==> config.mk <==
export PLATFORM = sky130hd
export DESIGN_NAME = note_recorder
export DESIGN_NICKNAME = d
export VERILOG_FILES = /design/src/rtl/note_recorder.sv
export SDC_FILE = /design/constraint.sdc
export NUM_CORES = 1
export LEC_CHECK = 0
export ABC_AREA = 0
export ABC_CLOCK_PERIOD_IN_PS = 3960
export BUFFER_PORTS_ARGS = -buffer_cell sky130_fd_sc_hd__buf_2
export CELL_PAD_IN_SITES_DETAIL_PLACEMENT = 2
export CELL_PAD_IN_SITES_GLOBAL_PLACEMENT = 2
export CORE_ASPECT_RATIO = 0.75
export CORE_UTILIZATION = 40
export CTS_CLUSTER_SIZE = 8
export DETAILED_ROUTE_END_ITERATION = 8
export GPL_TIMING_DRIVEN = 1
export PLACE_DENSITY = 0.86
export SETUP_SLACK_MARGIN = 0.3
export SLEW_MARGIN = 20
export SYNTH_ARGS = -nofsm -noshare
export SYNTH_HDL_FRONTEND = slang
export SYNTH_SLANG_ARGS = --single-unit
==> constraint.sdc <==
create_clock -name clk -period 3.96 [get_ports clk]
set_clock_uncertainty 0.15 [all_clocks]
set_input_delay 0.594 -clock clk [delete_from_list [all_inputs] [get_ports clk]]
set_output_delay 0.594 -clock clk [all_outputs]
set_load 0.02 [all_outputs]
==> src/rtl/note_recorder.sv <==
// Record-mode sampler: packs {notes, shift} into 10-bit words once per beat and streams them to the song memory.
// Optional end-of-take marker write (10'h3FF) when NOTE_RECORDER_END_MARKER_EN is defined.
module note_recorder #(
  parameter int TICK_CYCLES = 25_000_000,
  parameter int DEPTH       = 384,
  parameter int ADDR_W      = 9
) (
  input  logic              clk,
  input  logic              rst,
  input  logic              isRecord,
  input  logic [7:0]        notes,
  input  logic [1:0]        shift,
  output logic              wr_en,
  output logic [ADDR_W-1:0] wr_addr,
  output logic [9:0]        wr_data,
  output logic [ADDR_W:0]   rec_len,
  output logic              full,
  output logic              busy
);

  localparam int TW = (TICK_CYCLES > 1) ? $clog2(TICK_CYCLES) : 1;
  localparam logic [TW-1:0]   TICK_LAST = TW'(TICK_CYCLES - 1);
  localparam logic [ADDR_W:0] LEN_LAST  = (ADDR_W+1)'(DEPTH - 1);

`ifdef NOTE_RECORDER_END_MARKER_EN
  typedef enum logic [2:0] {IDLE, ARMED, RECORD, FINISH, DONE} state_t;
  localparam state_t STOP_ST = FINISH;
`else
  typedef enum logic [1:0] {IDLE, ARMED, RECORD, DONE} state_t;
  localparam state_t STOP_ST = DONE;
`endif

  state_t        state;
  logic [TW-1:0] tick;
  logic [7:0]    notes_m, s_notes;
  logic [1:0]    shift_m, s_shift;
  logic          rec_m, s_rec, s_rec_d;

  always_ff @(posedge clk or posedge rst) begin
    if (rst) begin
      state   <= IDLE;
      tick    <= '0;
      notes_m <= '0;
      s_notes <= '0;
      shift_m <= '0;
      s_shift <= '0;
      rec_m   <= 1'b0;
      s_rec   <= 1'b0;
      s_rec_d <= 1'b0;
      wr_en   <= 1'b0;
      wr_addr <= '0;
      wr_data <= '0;
      rec_len <= '0;
      full    <= 1'b0;
      busy    <= 1'b0;
    end else begin
      notes_m <= notes;
      s_notes <= notes_m;
      shift_m <= shift;
      s_shift <= shift_m;
      rec_m   <= isRecord;
      s_rec   <= rec_m;
      s_rec_d <= s_rec;
      wr_en   <= 1'b0;

      // Beat writes only ever happen in RECORD; the marker (in DONE) is not counted.
      if (wr_en && state == RECORD) begin
        wr_addr <= wr_addr + 1'b1;
        rec_len <= rec_len + 1'b1;
      end

      case (state)
        IDLE: begin
          if (s_rec && !s_rec_d) begin
            state   <= ARMED;
            busy    <= 1'b1;
            wr_addr <= '0;
            rec_len <= '0;
            full    <= 1'b0;
          end
        end
        ARMED: begin
          if (!s_rec) begin
            state <= STOP_ST;
            busy  <= 1'b0;
          end else if (s_notes != '0) begin
            state   <= RECORD;
            tick    <= '0;
            wr_en   <= 1'b1;
            wr_data <= {s_notes, s_shift};
          end
        end
        RECORD: begin
          tick <= (tick == TICK_LAST) ? '0 : tick + 1'b1;
          if (wr_en && rec_len == LEN_LAST) begin
            full  <= 1'b1;
            state <= DONE;
            busy  <= 1'b0;
          end else if (tick == TICK_LAST && (s_rec || !wr_en)) begin
            // A beat coinciding with stop still writes; the stop is taken next cycle.
            wr_en   <= 1'b1;
            wr_data <= {s_notes, s_shift};
          end else if (!s_rec) begin
            state <= STOP_ST;
            busy  <= 1'b0;
          end
        end
`ifdef NOTE_RECORDER_END_MARKER_EN
        FINISH: begin
          wr_en   <= 1'b1;
          wr_data <= 10'h3FF;
          state   <= DONE;
        end
`endif
        DONE: begin
          if (!s_rec) state <= IDLE;
        end
        default: state <= IDLE;
      endcase
    end
  end

endmodule

==> results.ini <==
[synthesis]
synth_cell_type_count = 50
syn-mean-instance-area_sq_um = 11.1
synthTopCellsByCount = 82 x dfrtp_1, 34 x nor2_1, 19 x a21oi_1
yosysWarningCount = 0
syn_area_sq_um = 3700
async_reset_ff_frac = 1.00
synth-seq-cells = 82
yosysTopAreaCellShare = 0.555
synth_edf_count = 0
ys_top_cells_by_area = dfrtp_1 56%, xor2_1 4.3%, mux2_4 4.1%
seq_area_frac_synth = 0.555
synth_nets = 355
yosysMostFrequentCell = dfrtp_1
yosys_most_used_dff = dfrtp_1
yosys.area.top_type = dfrtp_1
netlist_instances = 334

[finish]
utilization = 0.504
fin_area_sq_um = 4390
diodes = 0
nFillCells = 876
syn_to_final_growth_pct = 18.7
drive_above_1_share = 0.213
fin_nets = 406

[drt]
route.detailed.drc = 0
drt_iter0_drc = 214
wl_per_cell_um = 23.8
routed_wl_um = 11900
vias = 2904
first_pass_iters = 4
drtAntennaViolNets = 0
via_per_inst = 5.83

[sta]
final-hold-violation-count = 0
post-route-period-util = 0.757
setup_tns_ps = 0
slew_headroom = 0.526
tightest_slew_ps = 711
setup_slack_ps = 962
fin_crit_ps = 3000
rsz0062_at_grt = false
drv_slew = 0
max_freq_ghz = 0.334
whs_ps = 183
setup_viol = 0

[grt]
busiest_layer = met2
antenna_found_initial = 0
use_met2 = 0.465
grt_overflow = 0
met3_usage = 0.0657
grt_util_met1 = 0.324
track_usage = 0.268
grt_pass1_vias = 3255
grt_pass1_wl_um = 19100
grt_max_degree = 41

[place]
gp_congestion = 0.759
dp_slack_ps = 1250
numPortBuffers = 44
dp_hpwl_um = 7160
dpl_cell_area_sq_um = 4050

[cts]
post_cts_buffers = 0
cts_tree = built
insertion_delay_ps = 350
cts_buffers = 9
cts_hold_buffers = 0
h-tree-depth = 3
cts-resized-gates = 0
path_clk_slew_ps = 70
clock-sinks = 82
root_buffer = clkbuf_16
max-clock-path-buffers = 2

[run_status]
status = completed

[power_and_ir_drop]
power.static_leakage_nw = 2.05
p_per_area_nw_per_um2 = 650
vdd_drop_max_v = 0.000267

[floorplanning]
dieArea_sq_um = 9630
die_y_um = 85.2
std_cell_rows = 29
start_util = 0.424
ios = 45
design.core.area_sq_um = 8710
dieWidth_um = 113

[setup_path]
end_kind = register
criticalPathCategory = reg -> reg
arrival_ps = 3070
setup.worst_path.start_class = register
cp_max_fo = 16
required_ps = 4040

[worst_hold_path]
min-delay-path-class = in -> async

[job]
max_cap_viol_count = 0

==> cells in the final DEF, fill, tap and decap left out, types with 9 or more instances in the layout <==
cell type	netlist	layout
xor2_1	18	18
clkbuf_16	0	9
or3_1	12	12
dfrtp_1	82	82
nand2_1	17	17
inv_1	14	13
a21oi_1	19	19
nor2_1	34	34
o21ai_0	16	16
nand4_1	13	13
buf_2	3	44
nand3_1	9	9
mux2_4	10	10
==> path summary, 6_finish.rpt <==
path | from | endpoint | slack [ps] | cells past startpoint
max | s_notes[4] | wr_data[6] | 960 | 6
min | rst | s_notes[4] | 180 | 2
max reg2reg | s_notes[4] | wr_data[6] | 960 | 6
min reg2reg | notes_m[2] | s_notes[2] | 200 | 0
max in group asynchronous | rst | notes_m[3] | 2650 | 3
min in group clk | notes_m[2] | s_notes[2] | 200 | 0
==> where the power goes <==
group,internal [mW],switching (mW),leakage (nW)
Clock,0.590,0.357,0.162
Combinational,0.324,0.509,0.830
Sequential,0.954,0.118,1.06
Total,1.87,0.983,2.05
==> sequential cells by signal, summed over array words and instances (netlist names) <==
name / cells
s_rec: 1
tick: 25
rec_len: 10
s_rec_d: 1
rec_m: 1
wr_addr: 9
wr_en: 1
full: 1
shift_m: 2
wr_data: 10
notes_m: 8
state: 2
s_shift: 2
busy: 1
s_notes: 8
==> critical path, stage by stage, from the launching register on <==
cell and delay, ps:
dfrtp_1 400, nor4_1 580, a21oi_1 230, buf_4 260
nor2_2 330, a21o_1 550, mux2_4 360
==> cells by family (layout without fill, tap and decap cells) <==
logic type,Yosys count,after routing,synth area share
flops,82,82,0.555
simple gates,119,119,0.174
compound gates,62,62,0.106
buf+inv,24,80,0.0274
xor+xnor,26,26,0.0616
mux,13,13,0.0491
fa+ha+maj,8,8,0.0271
==> cell type report <==
cell class	instances	area [sq um]	area share
clock buffer	11	253	0.0576
tap	108	135	0.0308
clock inverter	5	85.1	0.0194
timing repair buffer	50	265	0.0605
multi-input combinational	228	1540	0.352
inverter	14	53.8	0.0123
sequential	82	2050	0.468
==> layer usage <==
| layer | wire length [um] | vias up |
|---|---|---|
| li1 | - | 1292 |
| met1 | 5150 | 1525 |
| met2 | 6010 | 66 |
| met3 | 421 | 21 |
| met4 | 281 | 0 |
| met5 | 0 | - |
==> stage by stage <==
stage	instances	power, mW
after detailed placement	482	1.87
after global routing	498	2.96
final	498	2.85
after CTS	498	2.87
after floorplan	334	1.62
after global placement	482	1.81
Power figures use the tool's default switching activity.
